## src/rtl/pipe_ctrl_pkg.sv

```systemverilog
// Shared encodings for the pipeline controller.
// Holds the codebase-wide control-bus and FSM-state defines plus the typed views
// (ctrl_t, pipe_state_e, ctrl_bus_t) and the per-hazard output patterns built on them.

`ifndef PIPE_CTRL_DEFINES
`define PIPE_CTRL_DEFINES
`define CTRL_Wire_Bus logic [1:0]
`define CTRL_STATE_Default 2'b00
`define CTRL_STATE_Stalled 2'b01
`define CTRL_STATE_Bubble 2'b10
`define PIPE_STATE_Run 2'b00
`define PIPE_STATE_Drain 2'b01
`define PIPE_STATE_MemWait 2'b10
`endif

package pipe_ctrl_pkg;

  typedef `CTRL_Wire_Bus ctrl_t;

  localparam ctrl_t CtrlDefault = `CTRL_STATE_Default;
  localparam ctrl_t CtrlStalled = `CTRL_STATE_Stalled;
  localparam ctrl_t CtrlBubble  = `CTRL_STATE_Bubble;

  typedef enum logic [1:0] {
    StRun     = `PIPE_STATE_Run,
    StDrain   = `PIPE_STATE_Drain,
    StMemWait = `PIPE_STATE_MemWait
  } pipe_state_e;

  typedef struct packed {
    ctrl_t pc;
    ctrl_t if_id;
    ctrl_t id_ex;
    ctrl_t ex_mem;
    ctrl_t mem_wb;
  } ctrl_bus_t;

  localparam ctrl_bus_t AllDefault = '{CtrlDefault, CtrlDefault, CtrlDefault, CtrlDefault,
                                       CtrlDefault};
  localparam ctrl_bus_t AllBubble  = '{CtrlBubble, CtrlBubble, CtrlBubble, CtrlBubble,
                                       CtrlBubble};
  // Memory wait: freeze everything upstream of MEM, feed a bubble into WB.
  localparam ctrl_bus_t BusyCtrl   = '{CtrlStalled, CtrlStalled, CtrlStalled, CtrlStalled,
                                       CtrlBubble};
  // Redirect: squash the two wrong-path instructions in IF/ID and ID/EX.
  localparam ctrl_bus_t FlushCtrl  = '{CtrlDefault, CtrlBubble, CtrlBubble, CtrlDefault,
                                       CtrlDefault};
  // Hold front end, insert a bubble behind it (load-use and fence drain alike).
  localparam ctrl_bus_t HoldCtrl   = '{CtrlStalled, CtrlStalled, CtrlBubble, CtrlDefault,
                                       CtrlDefault};

  function automatic logic any_stalled(input ctrl_bus_t c);
    return (c.pc == CtrlStalled) || (c.if_id == CtrlStalled) || (c.id_ex == CtrlStalled) ||
           (c.ex_mem == CtrlStalled) || (c.mem_wb == CtrlStalled);
  endfunction

endpackage

```

## src/rtl/perf_cnt32.sv

```systemverilog
// 32-bit wrapping event counter.
// Ports: clk (clock), rst (async active-low reset), inc_i (count this cycle),
//        cnt_o (current count).

module perf_cnt32 (
  input  logic        clk,
  input  logic        rst,
  input  logic        inc_i,
  output logic [31:0] cnt_o
);

  logic [31:0] cnt_q;

  always_ff @(posedge clk or negedge rst) begin
    if (!rst) begin
      cnt_q <= '0;
    end else if (inc_i) begin
      cnt_q <= cnt_q + 32'd1;
    end
  end

  assign cnt_o = cnt_q;

endmodule

```

## src/rtl/pipe_ctrl.sv

```systemverilog
// Five-stage pipeline hazard controller.
// Ports: clk, rst (async active-low); hazard inputs load_use_i, branch_taken_i, mem_busy_i,
//        fence_i; per-stage controls ctrl_pc_o .. ctrl_mem_wb_o (Default/Stalled/Bubble);
//        mem_timeout_o one-cycle pulse; stall_cnt_o / flush_cnt_o performance counters.
// Controls are combinational from current state and inputs.

module pipe_ctrl
  import pipe_ctrl_pkg::*;
#(
  parameter int unsigned MEM_TIMEOUT  = 255,
  parameter int unsigned DRAIN_CYCLES = 3
) (
  input  logic        clk,
  input  logic        rst,
  input  logic        load_use_i,
  input  logic        branch_taken_i,
  input  logic        mem_busy_i,
  input  logic        fence_i,
  output ctrl_t       ctrl_pc_o,
  output ctrl_t       ctrl_if_id_o,
  output ctrl_t       ctrl_id_ex_o,
  output ctrl_t       ctrl_ex_mem_o,
  output ctrl_t       ctrl_mem_wb_o,
  output logic        mem_timeout_o,
  output logic [31:0] stall_cnt_o,
  output logic [31:0] flush_cnt_o
);

  localparam int unsigned ToW = (MEM_TIMEOUT < 2) ? 1 : $clog2(MEM_TIMEOUT + 1);
  localparam int unsigned DrW = (DRAIN_CYCLES < 2) ? 1 : $clog2(DRAIN_CYCLES + 1);
  localparam logic [ToW-1:0] ToMax  = ToW'(MEM_TIMEOUT);
  localparam logic [DrW-1:0] DrLast = DrW'(DRAIN_CYCLES - 1);

  pipe_state_e    state_q, state_d, eff_state;
  logic [ToW-1:0] to_cnt_q, to_cnt_d;
  logic [DrW-1:0] drain_cnt_q, drain_cnt_d;
  logic           from_drain_q, from_drain_d;
  ctrl_bus_t      ctrl;
  logic           timeout;
  logic           flush_inc;

  always_comb begin
    // A MEM_WAIT cycle whose busy has dropped behaves as the state it returns to, so a
    // drain interrupted by memory resumes without an idle cycle in between.
    eff_state = state_q;
    if (state_q == StMemWait && !mem_busy_i) begin
      eff_state = from_drain_q ? StDrain : StRun;
    end
    state_d      = eff_state;
    to_cnt_d     = '0;
    drain_cnt_d  = drain_cnt_q;
    from_drain_d = from_drain_q;
    ctrl         = AllDefault;
    timeout      = 1'b0;
    flush_inc    = 1'b0;

    if (mem_busy_i) begin
      ctrl = BusyCtrl;
      if (state_q == StMemWait) begin
        to_cnt_d = (to_cnt_q == ToMax) ? ToMax : to_cnt_q + ToW'(1);
        // Saturation keeps the counter at ToMax, so this fires once per episode.
        timeout  = (to_cnt_q != ToMax) && (to_cnt_d == ToMax);
      end else begin
        state_d      = StMemWait;
        from_drain_d = (state_q == StDrain);
        to_cnt_d     = ToW'(1);
        timeout      = (ToMax == ToW'(1));
      end
    end else if (branch_taken_i) begin
      ctrl         = FlushCtrl;
      flush_inc    = 1'b1;
      state_d      = StRun;
      drain_cnt_d  = '0;
      from_drain_d = 1'b0;
    end else if (eff_state == StDrain) begin
      ctrl = HoldCtrl;
      if (drain_cnt_q >= DrLast) begin
        state_d     = StRun;
        drain_cnt_d = '0;
      end else begin
        drain_cnt_d = drain_cnt_q + DrW'(1);
      end
    end else if (fence_i) begin
      // The entry cycle is the first drain cycle.
      ctrl = HoldCtrl;
      if (DRAIN_CYCLES > 1) begin
        state_d     = StDrain;
        drain_cnt_d = DrW'(1);
      end
    end else if (load_use_i) begin
      ctrl = HoldCtrl;
    end

    if (!rst) begin
      ctrl    = AllBubble;
      timeout = 1'b0;
    end
  end

  always_ff @(posedge clk or negedge rst) begin
    if (!rst) begin
      state_q      <= StRun;
      to_cnt_q     <= '0;
      drain_cnt_q  <= '0;
      from_drain_q <= 1'b0;
    end else begin
      state_q      <= state_d;
      to_cnt_q     <= to_cnt_d;
      drain_cnt_q  <= drain_cnt_d;
      from_drain_q <= from_drain_d;
    end
  end

  assign ctrl_pc_o     = ctrl.pc;
  assign ctrl_if_id_o  = ctrl.if_id;
  assign ctrl_id_ex_o  = ctrl.id_ex;
  assign ctrl_ex_mem_o = ctrl.ex_mem;
  assign ctrl_mem_wb_o = ctrl.mem_wb;
  assign mem_timeout_o = timeout;

  perf_cnt32 u_stall_cnt (
    .clk   (clk),
    .rst   (rst),
    .inc_i (any_stalled(ctrl)),
    .cnt_o (stall_cnt_o)
  );

  perf_cnt32 u_flush_cnt (
    .clk   (clk),
    .rst   (rst),
    .inc_i (flush_inc),
    .cnt_o (flush_cnt_o)
  );

endmodule

```

## config.mk

```make
export PLATFORM = sky130hd
export DESIGN_NAME = pipe_ctrl
export DESIGN_NICKNAME = d
export VERILOG_FILES = /design/src/rtl/pipe_ctrl_pkg.sv /design/src/rtl/perf_cnt32.sv /design/src/rtl/pipe_ctrl.sv
export SDC_FILE = /design/constraint.sdc
export NUM_CORES = 1
export LEC_CHECK = 0
export ABC_AREA = 1
export CAP_MARGIN = 20
export CORE_ASPECT_RATIO = 2
export CORE_MARGIN = 2
export CORE_UTILIZATION = 35
export DETAILED_ROUTE_END_ITERATION = 10
export RECOVER_POWER = 50
export SETUP_SLACK_MARGIN = 0.1
export SYNTH_ARGS = -nofsm -noshare
export SYNTH_HDL_FRONTEND = slang
export SYNTH_SLANG_ARGS = --single-unit
```

## constraint.sdc

```tcl
create_clock -name clk -period 2.2 [get_ports clk]
set_input_delay 0.22 -clock clk [delete_from_list [all_inputs] [get_ports clk]]
set_output_delay 0.22 -clock clk [all_outputs]
set_load 0.01 [all_outputs]
```

; Word-level counts from Yosys, hierarchy flattened
; Cells that the tools add are included.
[totals]
ff_bits = 77
in_bits = 6
elab_cells = 64
[op_classes]
add_sub_neg = 4
n_lt_le_gt_ge = 1
eq_ne = 12
mux = 29
bitwise_logic = 1
n_reduce_logical = 11
[op_table]
columns = operator, count
row1 = 32-bit by 1-bit adder with 32-bit output (second input constant), 2
row2 = 9-bit 2-to-1 mux, 5
row3 = 8-bit 2-to-1 mux, 3
row4 = 2-bit 2-to-1 mux, 11
row5 = 8-bit equality test (second input constant), 2
row6 = 2-bit by 1-bit equality test with 1-bit output (second input constant), 7
row7 = 10-bit 2-to-1 mux, 1
row8 = 1-bit 2-to-1 mux, 9
row9 = 8-bit by 1-bit adder with 8-bit output (second input constant), 1
row10 = 8-bit != test (second input constant), 1
row11 = 1-bit logical OR, 4
row12 = 2-bit AND reduction, 2
row13 = 3-bit nonzero test, 1
row14 = 2-bit by 1-bit adder with 2-bit output (second input constant), 1
row15 = 2-bit equality test (second input constant), 1
row16 = 2-bit >= comparator (second input constant), 1
row17 = 1-bit logical AND, 2
row18 = 2-bit != test (second input constant), 1
row19 = 2-bit nonzero test, 1
row20 = 1-bit zero test, 1
row21 = 1-bit inverter, 1

; Depth between registers and ports, before layout
; Gate-level depths: netlist (run 1).
[depth]
ltp_word = 13
mapped_depth = 10
mapped_depth_nobuf = 10

; By module
; From an unflattened synthesis (run 1), not the netlist that was laid out.
[hier_totals]
cells_unflattened = 579
area_unflattened_um2 = 4366.7
[by_module_without_submodules]
columns = mod, n_inst, cells_each, area_each_um2
row1 = perf_cnt32, 2, 229, 1761.7
row2 = pipe_ctrl, 1, 121, 843.3

; Worst setup path after synthesis (run 1)
; Ideal clock, no wire load.
[synth_path]
path_kind = reg-to-output
from = reg to_cnt_q[0]
to = out mem_timeout_o
arrival_ns = 1.428
required_ns = 1.980
path_slack_ns = 0.552
stages_incl_launch_ff = 10
cell_sequence = dfrtp_1 ha_1 nand2_1 nor2_1 nand3_2 nand2_1 nand2_1 nor2_1 nand2_1 nor2_1
[synth_via]
elab_chain_len = 7
elab_cells_between_ends = 9
cone_classes = add/sub: 1 / eq/ne: 3 / mux: 4 / reduce/logical: 1
[synth_rtl]
columns = item, line_no
row1 = start: declaration, pipe_ctrl.sv:35  ; logic [ToW-1:0] to_cnt_q, to_cnt_d;
row2 = start signal: assignment, pipe_ctrl.sv:108  ; to_cnt_q <= to_cnt_d;
row3 = 8-bit by 1-bit adder with 8-bit output or 8-bit equality test (tied branches), pipe_ctrl.sv:60  ; to_cnt_d = (to_cnt_q == ToMax) ? ToMax : to_cnt_q + ToW'(1);
row4 = 8-bit 2-to-1 mux, pipe_ctrl.sv:60
row5 = 8-bit equality test, pipe_ctrl.sv:62  ; timeout = (to_cnt_q != ToMax) && (to_cnt_d == ToMax);
row6 = 1-bit logical AND (*), pipe_ctrl.sv:62
row7 = 1-bit 2-to-1 mux (*), pipe_ctrl.sv:59  ; if (state_q == StMemWait) begin
row8 = 1-bit 2-to-1 mux (*), pipe_ctrl.sv:57  ; if (mem_busy_i) begin
row9 = 1-bit 2-to-1 mux (*), pipe_ctrl.sv:94  ; if (!rst) begin
row10 = end: declaration, pipe_ctrl.sv:24  ; output logic mem_timeout_o,
; Mark *: on every way between the ends. The rest lies on a longest branch, timed or not.

; Worst setup path after layout (run 1)
[layout_path]
from = reg to_cnt_q[1]
to = out mem_timeout_o
; The elaborated chain is that of the path after synthesis.

==> results.sh, run 1 <==
export IMPL_status="finished, final reports clean"
export IMPL_worst_path_buf_inv=2
export IMPL_synth_most_common_cell="nand2_1"
export IMPL_arrival_ns=1.80
export IMPL_path_class="flop to output pin"
export IMPL_cts_buffer_depth=2
export IMPL_synthArstFlopShare=1.000
export IMPL_fin_ws_ns=0.1814
export IMPL_synthFlopType="dfrtp_1"
export IMPL_start_util=0.3587
export IMPL_yosysSeqAreaShare=0.3867
export IMPL_critical_path_top_delay_family="simple AND/OR/NAND/NOR gates"
export IMPL_root_buffer="clkbuf_16"
export IMPL_ys_top_cells_by_count="395 x nand2_1, 115 x nor2_1, 77 x dfrtp_1"
export IMPL_cp_slowest_cell="dfrtp_1"
export IMPL_cts_tree="yes"
export IMPL_synth_distinct_cells=32
export IMPL_cp_required_ns=1.98
export IMPL_relSlewSlack=0.1006
export IMPL_ys_seq_elements=77
export IMPL_synth_top_area_frac=0.3867
export IMPL_synth_area_leader_cell="dfrtp_1"
export IMPL_numCtsBuffers=9
export IMPL_maxClockFrequency_mhz=495.4
export IMPL_synthTopCellsByArea="dfrtp_1 39%, nand2_1 30%, nor2_1 8.7%, inv_1 5.3%, nand3_1 4.4%"
export IMPL_syn_inst=790
export IMPL_r2r_slack_ns=0.35
export IMPL_hold_depth=1
export IMPL_ios=81
export IMPL_rsz0062_at_grt="no"
export IMPL_finalCritPeriodShare=0.9176
export IMPL_vias=5071
export IMPL_end_kind="output pin"
export IMPL_finClkSkew_ns=0.01179
export IMPL_start_kind="flop"
export IMPL_crit_chain="ha_1 -> buf_4 -> nand4_1 -> nand2_1 -> nor2_1 -> nand2_1 -> nor2_1 -> nand2_1 -> nor2_2 -> buf_2"
export IMPL_gp_congestion=0.8959
export IMPL_drive_gt1_frac=0.06034
export IMPL_synth_nets=799
export IMPL_min_path_type="flop to flop"
export IMPL_dr_pass1_iters=4
export IMPL_grt_total_usage=0.2031
export IMPL_rows=61
export IMPL_synth_warnings=0
export IMPL_p_leak_nw=3.018
export IMPL_slowest_delay_ns=0.40
export IMPL_dieHeight_um=172.7
export IMPL_grt_overflow_total=0
export IMPL_tns_ns=0
export IMPL_syn_area_per_cell_um2=6.307
export IMPL_clock_sinks=77
export IMPL_syn2layout_area_growth_pct=29.91
export IMPL_hp_start="state_q[1]"
export IMPL_synth_area_um2=4982
export IMPL_final_setup_viol_count=0
export IMPL_reg2reg_from="u_stall_cnt.cnt_o[1]"
export IMPL_h_tree_depth=3
export IMPL_worstMarginPinSlew_ns=1.349
export IMPL_grt_max_degree=52
export IMPL_slew_viol_final=0
export IMPL_fin_nets=899
export IMPL_synth_edff_count=0
export IMPL_hold_viol_final=0
export IMPL_min_period_ns=2.019
export IMPL_drt_iter0_markers=153
export IMPL_drcViolationCount=0
export IMPL_ir_worst_vdd_mv=0.4130
export IMPL_post_place_ws_ns=0.05354
export IMPL_cp_max_fo=3
export IMPL_hpwl_mm=11.22
export IMPL_r2r_end="u_stall_cnt.cnt_o[30]"
export IMPL_antenna_cells=0
export IMPL_grt_pass1_wl_mm=24.14
export IMPL_antenna_found_initial=0
export IMPL_dieArea_um2=15260
export IMPL_vias_per_cell=4.678
export IMPL_drv_cap=0
export IMPL_drtAntennaViolNets=0
export IMPL_whs_endpoint="from_drain_q"
export IMPL_grt_pass1_vias=4975
export IMPL_drt_wl_total_mm=14.62
export IMPL_cts_clk_slew_worst_paths_ns=0.07
export IMPL_core_um2=13890
export IMPL_die_x_um=88.37
export IMPL_port_buffers=79
export IMPL_power_density_nw_per_um2=646.3
export IMPL_r2r_cells=10
export IMPL_avgRoutedWirePerCell_um=13.49
export IMPL_clock_latency_ns=0.34
export IMPL_cp_common_cell="nand2_1"
[area by class of cell]
class,instances,area [um^2]
inverters,74,277.8
clock buffers,9,225.2
fillers,1499,7418
well taps,189,236.5
multi-input cells,626,2699
clock inverters,7,145.1
flip-flops and latches,77,1927
repair buffers,102,962.2
[kinds of logic (layout without fill, tap and decap cells)]
logic type,count (synthesis),count (layout),synth area share
other cells,1,1,0.0007527
buf+inv,87,192,0.07383
compound gates,20,20,0.02286
flops,77,77,0.3867
fa+ha+maj,3,3,0.007535
xor+xnor,28,28,0.04922
simple gates,574,574,0.4591
[how the worst max path moves through the flow]
stage / startpoint / end / slack (ns) / cells past startpoint
CTS: to_cnt_q[1] / mem_timeout_o / 0.008 / 10
floorplan: to_cnt_q[0] / mem_timeout_o / 0.55 / 9
finish: to_cnt_q[1] / mem_timeout_o / 0.18 / 10
detailed placement: mem_busy_i / mem_timeout_o / 0.05 / 8
global placement: mem_busy_i / mem_timeout_o / 0.04 / 8
global route: to_cnt_q[0] / mem_timeout_o / 0.07 / 10
[flip-flops by register name, indices dropped and copies added, names as in the netlist]
signal             count
u_flush_cnt.cnt_o     32
drain_cnt_q            2
state_q                2
u_stall_cnt.cnt_o     32
from_drain_q           1
to_cnt_q               8
[placed cells by master, fill, tap and decap left out, types with 9 or more instances in the layout]
cell type,n
inv_1,70
xor2_1,15
clkdlybuf4s50_1,60
nor2_1,113
nand2_1,395
xnor2_1,13
buf_4,14
nand3_1,44
dlygate4sd3_1,15
dfrtp_1,77
clkbuf_16,9
[power breakdown]
part / switching [mW] / internal [mW] / total (mW)
combinational: 0.367 / 0.303 / 0.671
clock: 0.636 / 1.23 / 1.87
sequential: 0.137 / 1.51 / 1.64
total: 1.14 / 3.04 / 4.18
[repair_timing]
action | in CTS | in global routing
hold buffers | 2 | 0
endpoints found under the hold margin | 26 | 0
pin swaps | 1 | 0
buffers inserted | 1 | 0
setup endpoints to repair | 4 | 1
resized for setup | 8 | 8
[routing by layer]
metal | GRT usage | vias up | share of wire
li1 | - | 2597 | -
met1 | 0.2161 | 2309 | 0.37
met2 | 0.3687 | 125 | 0.54
met3 | 0.02673 | 40 | 0.029
met4 | 0.1124 | 0 | 0.053
met5 | 0 | - | 0
[metrics by stage]
step                power, mW  cells  hold WS, ns    util  cell area [um^2]
global placement        2.359   1065       0.2621  0.4377              6080
floorplan               1.972    790     -0.07559       -              4982
global route            4.386   1084       0.4787  0.4660              6472
CTS                     4.269   1084       0.4571  0.4678              6497
detailed placement      2.360   1065       0.2682  0.4377              6080
finish                  4.183   1084       0.4514  0.4660              6472
[worst register-to-register path: stages (launching register included)]
cell and delay, ns:
dfrtp_1 0.42, ha_1 0.29, inv_1 0.10, nor2_2 0.20, nand2_1 0.22, nor2_1 0.25
nand2_1 0.08, nand2_1 0.05, nand2_1 0.04, nand2_1 0.05, nand2_1 0.05
(Power assumes the default switching activity.)
==> run 2, diff against run 1 <==
--- a/config.mk
+++ b/config.mk
@@ -7,10 +7,13 @@
 export LEC_CHECK = 0
 export ABC_AREA = 1
 export CAP_MARGIN = 20
+export CELL_PAD_IN_SITES_DETAIL_PLACEMENT = 1
+export CELL_PAD_IN_SITES_GLOBAL_PLACEMENT = 1
 export CORE_ASPECT_RATIO = 2
 export CORE_MARGIN = 2
 export CORE_UTILIZATION = 35
 export DETAILED_ROUTE_END_ITERATION = 10
+export PLACE_DENSITY_LB_ADDON = 0.1
 export RECOVER_POWER = 50
 export SETUP_SLACK_MARGIN = 0.1
 export SYNTH_ARGS = -nofsm -noshare
==> run 2 against run 1 <==
The flow now finishes with violations (capacitance limit, slew limit); clock skew down 0.0034 ns; final area down 0.77%; hold slack better by 0.012 ns; sequential cell count unchanged; wire length up 18%; non-clock buffer count up 1; clock power down 19%; core utilization down 0.36 points; setup slack worse by 0.039 ns; register-to-register slack better by 0.05 ns; first-iteration DRC count up 38%; critical endpoint unchanged.
==> results.sh, run 2 (synthesis results as in run 1) <==
export IMPL_cp_max_fo=3
export IMPL_syn2layout_area_growth_pct=28.91
export IMPL_grt_max_degree=68
export IMPL_grt_total_usage=0.2371
export IMPL_drcViolationCount=0
export IMPL_final_setup_viol_count=0
export IMPL_fin_nets=900
export IMPL_maxClockFrequency_mhz=486.1
export IMPL_grt_overflow_total=0
export IMPL_hp_start="state_q[1]"
export IMPL_cts_clk_slew_worst_paths_ns=0.07
export IMPL_cp_required_ns=1.98
export IMPL_slew_viol_final=68
export IMPL_arrival_ns=1.84
export IMPL_finClkSkew_ns=0.008397
export IMPL_end_kind="output pin"
export IMPL_drt_iter0_markers=211
export IMPL_p_leak_nw=2.983
export IMPL_dr_pass1_iters=4
export IMPL_dieArea_um2=15260
export IMPL_rsz0062_at_grt="yes"
export IMPL_hpwl_mm=13.31
export IMPL_root_buffer="clkbuf_16"
export IMPL_final_cell_mix="396 x nand2_1, 114 x nor2_1, 77 x dfrtp_1"
export IMPL_rows=61
export IMPL_worstMarginPinSlew_ns=1.851
export IMPL_cp_slowest_cell="dfrtp_1"
export IMPL_final_util=0.4623
export IMPL_drtAntennaViolNets=0
export IMPL_tns_ns=0
export IMPL_avgRoutedWirePerCell_um=15.84
export IMPL_critical_path_top_delay_family="simple AND/OR/NAND/NOR gates"
export IMPL_ios=81
export IMPL_violations="capacitance limit, slew limit"
export IMPL_drv_cap=1
export IMPL_ir_worst_vdd_mv=0.3336
export IMPL_vias=5390
export IMPL_h_tree_depth=3
export IMPL_r2r_slack_ns=0.40
export IMPL_worst_path_buf_inv=2
export IMPL_antenna_cells=0
export IMPL_drt_wl_total_mm=17.18
export IMPL_grt_pass1_wl_mm=28.32
export IMPL_start_kind="flop"
export IMPL_status="complete, but fails checks"
export IMPL_dpl_instance_area_um2=6085
export IMPL_clock_sinks=77
export IMPL_min_period_ns=2.057
export IMPL_hold_viol_final=0
export IMPL_relSlewSlack=-0.2342
export IMPL_port_buffers=79
export IMPL_hold_depth=1
export IMPL_grt_pass1_vias=5827
export IMPL_slowest_delay_ns=0.38
export IMPL_clock_latency_ns=0.34
export IMPL_r2r_end="u_stall_cnt.cnt_o[30]"
export IMPL_numCtsBuffers=9
export IMPL_nFillCells=1887
export IMPL_vias_per_cell=4.968
export IMPL_crit_chain="ha_2 -> buf_6 -> nand4_1 -> nand2_1 -> nor2_1 -> nand2_1 -> nor2_1 -> nand2_1 -> nor2_1 -> buf_2"
export IMPL_cts_tree="yes"
export IMPL_reg2reg_from="u_stall_cnt.cnt_o[1]"
export IMPL_final_common_cell="nand2_1"
export IMPL_cts_buffer_depth=2
export IMPL_r2r_cells=10
export IMPL_dieHeight_um=172.7
export IMPL_path_class="flop to output pin"
export IMPL_core_um2=13890
export IMPL_power_density_nw_per_um2=600.0
export IMPL_antenna_found_initial=0
export IMPL_finalCritPeriodShare=0.9351
export IMPL_drive_gt1_frac=0.06027
export IMPL_die_x_um=88.37
export IMPL_min_path_type="flop to flop"
export IMPL_fin_area_um2=6422
export IMPL_start_util=0.3587
export IMPL_whs_endpoint="from_drain_q"
export IMPL_gp_congestion=0.8577
==> run 2: changes by cell type in the layout (fill, tap and decap cells not counted), sizes merged <==
cell,before,now
buf,16,20
bufinv,4,1
clkdlybuf4s50,60,55
clkinv,0,1
clkinvlp,1,3
dlygate4sd3,15,20
dlymetal6s4s,1,0
inv,76,74
==> run 2: cell type report <==
type | count | area, um^2 | area share
Multi-Input combinational cell | 626 | 2706 | 0.4214
Sequential cell | 77 | 1927 | 0.3000
Timing Repair Buffer | 103 | 980.9 | 0.1527
Inverter | 74 | 277.8 | 0.04325
Tap cell | 189 | 236.5 | 0.03682
Clock buffer | 11 | 232.7 | 0.03624
Clock inverter | 5 | 61.31 | 0.009546
==> run 2: routing by layer <==
metal	vias to the layer above	global-route usage	share of wire
met4	0	0.1054	0.048
li1	2586	-	-
met3	48	0.02530	0.020
met1	2644	0.2424	0.36
met5	-	0	0
met2	112	0.4571	0.57
==> run 2: stage by stage <==
step	power, mW	hold WS [ns]	setup WS, ns	instances
global placement	2.366	0.08058	-0.01316	1064
CTS	3.921	0.2024	0.1390	1081
global route	4.044	0.4905	-0.001089	1085
floorplan	1.972	-0.07559	0.5517	790
detailed placement	2.382	0.08108	-0.05833	1064
finish	3.853	0.4635	0.1428	1085
==> run 2: worst max-delay path by stage <==
| stage | from | end | slack (ns) | cells past startpoint |
|---|---|---|---|---|
| 5_1_grt | to_cnt_q[1] | mem_timeout_o | -0.001 | 10 |
| 4_1_cts | to_cnt_q[1] | mem_timeout_o | 0.14 | 10 |
| 3_5_place_dp | mem_busy_i | mem_timeout_o | -0.06 | 8 |
| 3_3_place_gp | mem_busy_i | mem_timeout_o | -0.01 | 8 |
| 6_report | to_cnt_q[1] | mem_timeout_o | 0.14 | 10 |
| 2_1_floorplan | to_cnt_q[0] | mem_timeout_o | 0.55 | 9 |
==> run 2: worst reg2reg max path: stages (launching register included) <==
cell and delay [ns]:
dfrtp_1 0.42, ha_1 0.30, inv_1 0.11, nor2_2 0.20, nand2_1 0.13, nor2_1 0.25
nand2_1 0.08, nand2_1 0.06, nand2_1 0.05, nand2_1 0.05, nand2_1 0.05
==> run 2: where the power goes <==
group | total [mW] | switching [mW] | internal [mW] | leakage [nW]
Clock | 1.52 | 0.635 | 0.883 | 0.132
Combinational | 0.701 | 0.395 | 0.306 | 1.80
Sequential | 1.63 | 0.127 | 1.51 | 1.05
Total | 3.85 | 1.16 | 2.70 | 2.98
==> run 2: what timing repair did <==
action / 4_1_cts / 5_1_grt
pin swaps: 1 / 8
hold buffers: 1 / 0
resized for setup: 11 / 4
endpoints found under the hold margin: 10 / 0
endpoints found under the setup margin: 4 / 2
setup buffers: 0 / 4
==> run 3, diff against run 2 <==
--- a/config.mk
+++ b/config.mk
@@ -12,7 +12,9 @@
 export CORE_ASPECT_RATIO = 2
 export CORE_MARGIN = 2
 export CORE_UTILIZATION = 35
+export CTS_CLUSTER_SIZE = 20
 export DETAILED_ROUTE_END_ITERATION = 10
+export GPL_ROUTABILITY_DRIVEN = 1
 export PLACE_DENSITY_LB_ADDON = 0.1
 export RECOVER_POWER = 50
 export SETUP_SLACK_MARGIN = 0.1
==> results of run 3 <==
No change in the layout: final DEF, timing and power equal those of run 2.
